**src/rtl/axil_pkg.sv**
```systemverilog
// Shared types and helpers for the AXI4-Lite register bank.
// Response codes, write/read FSM state encodings, byte-strobe merge.
// Functions here are pure combinational helpers sized for DW <= 32.
package axil_pkg;

  typedef enum logic [1:0] {
    OKAY   = 2'b00,
    SLVERR = 2'b10
  } resp_t;

  typedef enum logic {
    W_IDLE = 1'b0,
    W_RESP = 1'b1
  } wstate_t;

  typedef enum logic {
    R_IDLE = 1'b0,
    R_RESP = 1'b1
  } rstate_t;

  // Replace byte b of old with byte b of wdata wherever wstrb[b] is set.
  // Callers narrower than 32 bits zero-extend and keep the low DW bits.
  function automatic logic [31:0] strb_merge(input logic [31:0] old,
                                             input logic [31:0] wdata,
                                             input logic [3:0]  wstrb);
    logic [31:0] res;
    res = old;
    for (int b = 0; b < 4; b++) begin
      if (wstrb[b]) res[b*8 +: 8] = wdata[b*8 +: 8];
    end
    return res;
  endfunction

endpackage

```
**src/rtl/axil_wr_collect.sv**
```systemverilog
// Collects AW and W beats independently and fires wr_go when both are present.
// Latency: wr_go is combinational on the edge the later channel handshakes.
// Backpressure: each ready drops once its channel is held or while busy/not enabled.
module axil_wr_collect
  import axil_pkg::*;
#(
  parameter int AW = 32,
  parameter int DW = 32
) (
  input  logic            clk,
  input  logic            rst,
  input  logic            en,
  input  logic            busy,
  input  logic [AW-1:0]   awaddr,
  input  logic            awvalid,
  output logic            awready,
  input  logic [DW-1:0]   wdata,
  input  logic [DW/8-1:0] wstrb,
  input  logic            wvalid,
  output logic            wready,
  output logic            wr_go,
  output logic [AW-1:0]   go_addr,
  output logic [DW-1:0]   go_data,
  output logic [DW/8-1:0] go_strb
);

  logic            aw_held_q, aw_held_d;
  logic            w_held_q, w_held_d;
  logic [AW-1:0]   addr_q, addr_d;
  logic [DW-1:0]   data_q, data_d;
  logic [DW/8-1:0] strb_q, strb_d;
  logic            aw_fire, w_fire;

  // Capture each channel on its own handshake; release both once the write is issued.
  always_comb begin
    awready   = en && !busy && !aw_held_q;
    wready    = en && !busy && !w_held_q;
    aw_fire   = awvalid && awready;
    w_fire    = wvalid && wready;
    wr_go     = (aw_held_q || aw_fire) && (w_held_q || w_fire);
    go_addr   = aw_held_q ? addr_q : awaddr;
    go_data   = w_held_q ? data_q : wdata;
    go_strb   = w_held_q ? strb_q : wstrb;
    aw_held_d = wr_go ? 1'b0 : (aw_held_q || aw_fire);
    w_held_d  = wr_go ? 1'b0 : (w_held_q || w_fire);
    addr_d    = aw_fire ? awaddr : addr_q;
    data_d    = w_fire ? wdata : data_q;
    strb_d    = w_fire ? wstrb : strb_q;
  end

  // Hold flags and buffers; reset discards any half-collected write.
  always_ff @(posedge clk or posedge rst) begin
    if (rst) begin
      aw_held_q <= 1'b0;
      w_held_q  <= 1'b0;
      addr_q    <= '0;
      data_q    <= '0;
      strb_q    <= '0;
    end else begin
      aw_held_q <= aw_held_d;
      w_held_q  <= w_held_d;
      addr_q    <= addr_d;
      data_q    <= data_d;
      strb_q    <= strb_d;
    end
  end

endmodule

```
**src/rtl/axil_regbank.sv**
```systemverilog
// AXI4-Lite register bank: NREG x DW registers, per-register RO mask, SLVERR when out of range.
// Latency: B valid the cycle after the later of AW/W; R valid the cycle after AR.
// Backpressure: one outstanding write and one outstanding read; ready low until B/R accepted.
module axil_regbank
  import axil_pkg::*;
#(
  parameter int                 NREG      = 4,
  parameter int                 DW        = 32,
  parameter int                 AW        = 32,
  parameter int                 BYTE_ADDR = 0,
  parameter logic [NREG-1:0]    RO_MASK   = '0,
  parameter logic [NREG*DW-1:0] RESET_VAL = '0
) (
  input  logic               clk,
  input  logic               rst,
  input  logic [AW-1:0]      cbus_awaddr,
  input  logic [2:0]         cbus_awprot,
  input  logic               cbus_awvalid,
  output logic               cbus_awready,
  input  logic [DW-1:0]      cbus_wdata,
  input  logic [DW/8-1:0]    cbus_wstrb,
  input  logic               cbus_wvalid,
  output logic               cbus_wready,
  output logic [1:0]         cbus_bresp,
  output logic               cbus_bvalid,
  input  logic               cbus_bready,
  input  logic [AW-1:0]      cbus_araddr,
  input  logic [2:0]         cbus_arprot,
  input  logic               cbus_arvalid,
  output logic               cbus_arready,
  output logic [DW-1:0]      cbus_rdata,
  output logic [1:0]         cbus_rresp,
  output logic               cbus_rvalid,
  input  logic               cbus_rready,
  output logic [NREG*DW-1:0] reg_q,
  input  logic [NREG*DW-1:0] reg_hw,
  output logic [NREG-1:0]    reg_wr
);

  localparam int SH = $clog2(DW / 8);

  logic            up_q;
  wstate_t         wstate_q, wstate_d;
  rstate_t         rstate_q, rstate_d;
  logic            bvalid_q, bvalid_d, rvalid_q, rvalid_d;
  resp_t           bresp_q, bresp_d, rresp_q, rresp_d;
  logic [DW-1:0]   rdata_q, rdata_d;
  logic [DW-1:0]   regs_q [NREG];
  logic [DW-1:0]   regs_d [NREG];
  logic [NREG-1:0] reg_wr_q, reg_wr_d;
  logic            wr_go, ar_fire;
  logic [AW-1:0]   go_addr, widx, ridx;
  logic [DW-1:0]   go_data;
  logic [DW/8-1:0] go_strb;
  logic [31:0]     merged;
  logic            unused_prot;

  assign unused_prot = ^{cbus_awprot, cbus_arprot};

  axil_wr_collect #(.AW(AW), .DW(DW)) u_collect (
    .clk     (clk),
    .rst     (rst),
    .en      (up_q),
    .busy    (wstate_q == W_RESP),
    .awaddr  (cbus_awaddr),
    .awvalid (cbus_awvalid),
    .awready (cbus_awready),
    .wdata   (cbus_wdata),
    .wstrb   (cbus_wstrb),
    .wvalid  (cbus_wvalid),
    .wready  (cbus_wready),
    .wr_go   (wr_go),
    .go_addr (go_addr),
    .go_data (go_data),
    .go_strb (go_strb)
  );

  // Full-width index so high address bits never alias onto a real register.
  always_comb begin
    widx    = (BYTE_ADDR != 0) ? (go_addr >> SH) : go_addr;
    ridx    = (BYTE_ADDR != 0) ? (cbus_araddr >> SH) : cbus_araddr;
    ar_fire = cbus_arvalid && cbus_arready;
  end

  // Write side: apply the collected write, then hold B until accepted.
  always_comb begin
    wstate_d = wstate_q;
    bvalid_d = bvalid_q;
    bresp_d  = bresp_q;
    regs_d   = regs_q;
    reg_wr_d = '0;
    merged   = '0;
    case (wstate_q)
      W_IDLE: begin
        if (wr_go) begin
          wstate_d = W_RESP;
          bvalid_d = 1'b1;
          bresp_d  = SLVERR;
          for (int i = 0; i < NREG; i++) begin
            if (widx == AW'(i)) begin
              bresp_d = OKAY;
              if (!RO_MASK[i]) begin
                merged      = strb_merge(32'(regs_q[i]), 32'(go_data), 4'(go_strb));
                regs_d[i]   = merged[DW-1:0];
                reg_wr_d[i] = 1'b1;
              end
            end
          end
        end
      end
      W_RESP: begin
        if (cbus_bready) begin
          wstate_d = W_IDLE;
          bvalid_d = 1'b0;
        end
      end
      default: wstate_d = W_IDLE;
    endcase
  end

  // Read side: snapshot data at the AR edge, hold R until accepted.
  always_comb begin
    rstate_d = rstate_q;
    rvalid_d = rvalid_q;
    rresp_d  = rresp_q;
    rdata_d  = rdata_q;
    case (rstate_q)
      R_IDLE: begin
        if (ar_fire) begin
          rstate_d = R_RESP;
          rvalid_d = 1'b1;
          rresp_d  = SLVERR;
          rdata_d  = '0;
          for (int i = 0; i < NREG; i++) begin
            if (ridx == AW'(i)) begin
              rresp_d = OKAY;
              rdata_d = RO_MASK[i] ? reg_hw[i*DW +: DW] : regs_q[i];
            end
          end
        end
      end
      R_RESP: begin
        if (cbus_rready) begin
          rstate_d = R_IDLE;
          rvalid_d = 1'b0;
        end
      end
      default: rstate_d = R_IDLE;
    endcase
  end

  // State, registers and registered response outputs.
  always_ff @(posedge clk or posedge rst) begin
    if (rst) begin
      up_q     <= 1'b0;
      wstate_q <= W_IDLE;
      rstate_q <= R_IDLE;
      bvalid_q <= 1'b0;
      rvalid_q <= 1'b0;
      bresp_q  <= OKAY;
      rresp_q  <= OKAY;
      rdata_q  <= '0;
      reg_wr_q <= '0;
      for (int i = 0; i < NREG; i++) regs_q[i] <= RESET_VAL[i*DW +: DW];
    end else begin
      up_q     <= 1'b1;
      wstate_q <= wstate_d;
      rstate_q <= rstate_d;
      bvalid_q <= bvalid_d;
      rvalid_q <= rvalid_d;
      bresp_q  <= bresp_d;
      rresp_q  <= rresp_d;
      rdata_q  <= rdata_d;
      reg_wr_q <= reg_wr_d;
      regs_q   <= regs_d;
    end
  end

  // Output wiring; AR is only taken once out of reset and with no read pending.
  always_comb begin
    cbus_arready = up_q && (rstate_q == R_IDLE);
    cbus_bvalid  = bvalid_q;
    cbus_bresp   = bresp_q;
    cbus_rvalid  = rvalid_q;
    cbus_rresp   = rresp_q;
    cbus_rdata   = rdata_q;
    reg_wr       = reg_wr_q;
    reg_q        = '0;
    for (int i = 0; i < NREG; i++) reg_q[i*DW +: DW] = regs_q[i];
  end

endmodule
```
**config.mk**
```make
export PLATFORM = sky130hd
export DESIGN_NAME = axil_regbank
export DESIGN_NICKNAME = d
export VERILOG_FILES = /design/src/rtl/axil_pkg.sv /design/src/rtl/axil_wr_collect.sv /design/src/rtl/axil_regbank.sv
export SDC_FILE = /design/constraint.sdc
export NUM_CORES = 1
export LEC_CHECK = 0
export CELL_PAD_IN_SITES_DETAIL_PLACEMENT = 0
export CELL_PAD_IN_SITES_GLOBAL_PLACEMENT = 1
export CORE_UTILIZATION = 31
export DETAILED_ROUTE_END_ITERATION = 12
export GPL_TIMING_DRIVEN = 0
export PLACE_DENSITY_LB_ADDON = 0.05
export REMOVE_ABC_BUFFERS = 1
export SLEW_MARGIN = 20
export SYNTH_ARGS = -nofsm -noshare
export SYNTH_HDL_FRONTEND = slang
export SYNTH_SLANG_ARGS = --single-unit
```
**constraint.sdc**
```tcl
create_clock -name clk -period 7.7 [get_ports clk]
set_input_delay 1.155 -clock clk [delete_from_list [all_inputs] [get_ports clk]]
set_output_delay 1.155 -clock clk [all_outputs]
set_load 0.01 [all_outputs]
```
==> flow_metrics.py <==
metrics = {
    "clock_tree": {
        "numCtsBuffers": 29,
        "cts.repair.resized": 0,
        "cts_buffer_depth": 3,
        "clk_latency_ns": 0.54,
        "clock_sinks": 241,
        "ctsHoldBuffers": 0,
        "clk_pin_slew_ns": 0.06,
        "post_cts_buffers": 0,
        "cts_tree": "yes",
        "ctsRootBufferMaster": "clkbuf_16",
        "h-tree-depth": 1,
    },
    "power": {
        "switching_share_pct": 27.1,
        "power_frac_comb_pct": 18.5,
        "total_power_w": 0.00362,
        "intPower_w": 0.00264,
        "ir_drop_uv": 173,
        "seq_power_share_pct": 44.1,
        "leakage_nw": 6.66,
        "power.density_nw_per_um2": 238,
        "p_switching_w": 0.000979,
        "clockPowerShare_pct": 37.3,
    },
    "finish": {
        "fin_cells": 1543,
        "drive_gt1_share_pct": 31.6,
        "syn_to_final_growth_pct": 41.0,
        "mostFrequentLayoutCell": "clkdlybuf4s50_1",
        "layout.nets": 1312,
        "fillers": 3179,
        "mostFrequentLayoutCells": "clkdlybuf4s50_1, mux2_2, dfrtp_1",
    },
    "floorplan": {
        "core.rowCount": 67,
        "die-area_um2": 35500,
        "die-width_um": 188,
        "die_h_um": 188,
        "core_area_um2": 33900,
        "start_util_pct": 31.8,
        "top_level_ports": 414,
    },
    "logic_synthesis": {
        "synth.area.top_cells": "dfrtp_1, mux2_2, o31ai_1",
        "synth_flop_cell": "dfrtp_1",
        "synth_edf_count": 0,
        "synth_seq_cells": 241,
        "syn_area_um2": 10800,
        "yosys.area.top_type": "dfrtp_1",
        "ys_seq_area_share_pct": 56.0,
        "syn_area_per_cell_um2": 13.6,
        "yosysWarnings": 0,
        "synth_cell_types": 44,
        "syn_inst": 791,
        "synth_top_area_share_pct": 56.0,
        "async_flop_share_pct": 100,
    },
    "timing": {
        "fin_skew_ns": 0.00958,
        "holdWs_ns": 0.474,
        "fin_ws_ns": 3.98,
        "slew_headroom_pct": 33.1,
        "hold_viol_final": 0,
        "rsz0062_at_grt": "no",
        "drv_slew": 0,
        "setup_tns_ns": 0,
        "setup_viol": 0,
        "finalCriticalPeriod_ns": 3.72,
        "post-route-period-util_pct": 48.3,
        "worstMarginPinSlew_ns": 0.998,
        "max_freq_mhz": 269,
    },
    "drt": {
        "drt-initial-drc-count": 311,
        "wire_per_inst_um": 21.5,
        "vias_per_cell": 4.94,
        "wirelength_um": 33200,
        "vias": 7619,
        "drt_first_pass_iters": 4,
        "drc": 0,
        "drt.antenna.violating_nets": 0,
    },
    "place": {
        "place_inst": 1488,
        "port_buffers": 277,
        "hpwl_um": 22300,
        "pre_cts_slack_ns": 3.42,
        "finalWeightedCongestion": 0.703,
    },
    "global_routing": {
        "grt_antenna_before_repair": 6,
        "grt_usage_pct": 18.8,
        "grt_max_degree": 97,
        "grt_pass1_vias": 8092,
        "gr-total-overflow": 0,
        "grt_pass1_wl_um": 51100,
    },
    "min_path": {
        "hp-class": "flop to flop",
        "min_path_cells": 2,
        "min_to": "cbus_rdata[27]",
        "hold_path_startpoint": "cbus_rdata[27]",
    },
    "setup_path": {
        "cp-start-kind": "primary input",
        "critPathCaptureType": "flop",
        "crit_type": "primary input to flop",
        "r2r_end": "reg_q[10]",
        "reg2reg_slack_ns": 4.36,
        "reg2reg_depth": 6,
        "critPathArrivalTime_ns": 4.14,
        "crit_slowest_cell": "nor3_2",
        "rr_startpoint": "u_collect.aw_held_q",
        "path_max_fanout": 9,
        "cp.required_ns": 8.12,
        "cp_cell_sequence": "clkdlybuf4s50_1 -> or4_1 -> nor4_2 -> a31oi_4 -> buf_16 -> nor3_2 -> mux2_2",
        "crit_path_max_incr_delay_ns": 0.79,
    },
    "job": {
        "maxCapViolCount": 0,
    },
    "outcome": {
        "status": "finished clean",
    },
}
-- cell type report --
class / count / area, um^2 / area share, %
multi-input combinational: 497 / 4540 / 29.9
tap: 448 / 561 / 3.69
sequential: 241 / 6030 / 39.7
timing repair buffer: 291 / 3050 / 20.1
clock buffer: 39 / 823 / 5.42
antenna: 4 / 10.0 / 0.0659
inverter: 11 / 48.8 / 0.321
clock inverter: 12 / 115 / 0.758
-- sequential cells by signal, indices dropped and copies added (netlist names) --
name and cells:
cbus_bresp 1, reg_wr 4, cbus_rvalid 1, cbus_rresp 1
wstate_q 1, cbus_bvalid 1, rstate_q 1, cbus_rdata 32
u_collect.aw_held_q 1, reg_q 128, u_collect.data_q 32, u_collect.strb_q 4
u_collect.w_held_q 1, u_collect.addr_q 32, up_q 1
-- power by group through the flow --
| stage | combinational [W] | clock (W) | sequential, W |
|---|---|---|---|
| final | 0.000670 | 0.00135 | 0.00160 |
| after global routing | 0.000734 | 0.00144 | 0.00163 |
| after CTS | 0.000684 | 0.00139 | 0.00160 |
| after detailed placement | 0.000683 | 0 | 0.00162 |
| after global placement | 0.000621 | 0 | 0.00164 |
| after floorplan | 0.000428 | 0 | 0.00158 |
-- worst max path at each step --
stage,endpoint,slack [ns],start,depth (start not counted)
final,reg_q[10],3.98,cbus_awaddr[16],7
after detailed placement,reg_q[10],3.42,cbus_awaddr[16],7
after CTS,reg_q[10],3.99,cbus_awaddr[16],7
after floorplan,cbus_bresp[1],-0.07,rst,1
after global routing,reg_q[45],3.88,cbus_awaddr[16],7
after global placement,reg_q[118],-3.93,rst,2
-- cells by family after synthesis --
| logic type | share of synthesized area, % |
|---|---|
| AND/OR/NAND/NOR | 7.77 |
| other | 0.0697 |
| buffers and inverters | 2.08 |
| AO/OA/AOI/OAI | 6.20 |
| multiplexers | 27.9 |
| flip-flops | 56.0 |
-- critical path: cells and delay by family --
kind,cells,cell delay [ns]
compound gates,1,0.18
buf+inv,2,0.69
mux,1,0.42
simple gates,3,1.66
-- Yosys cell counts, drive strengths merged (2+ instances only) --
library cell,instances
o21a,2
and4b,2
inv,11
and3b,2
and2,2
mux4,4
o32ai,4
nand4,3
nor3,21
o22ai,28
dfrtp,241
buf,13
mux2,259
o21ai,6
nor2,35
o2111ai,16
o31ai,28
nand2b,3
and4,2
o22a,2
conb,2
nor2b,2
nand2,41
nor4,16
clkbuf,30
nor3b,4
nor4b,2
-- routing by layer --
metal | track usage (%) | share of wire (%)
met3 | 5.16 | 7.2
met2 | 29.0 | 44
met4 | 3.54 | 1.3
met1 | 26.5 | 47
met5 | 0 | 0.069
-- through the flow --
stage          instance area [um^2]  util [%]
5_1_grt                       15200      44.8
2_1_floorplan                 10600         -
4_1_cts                       15200      44.8
3_5_place_dp                  14200      42.0
3_3_place_gp                  13900      41.1
6_report                      15200      44.8
Note: power is estimated with default switching activity, not from simulation.
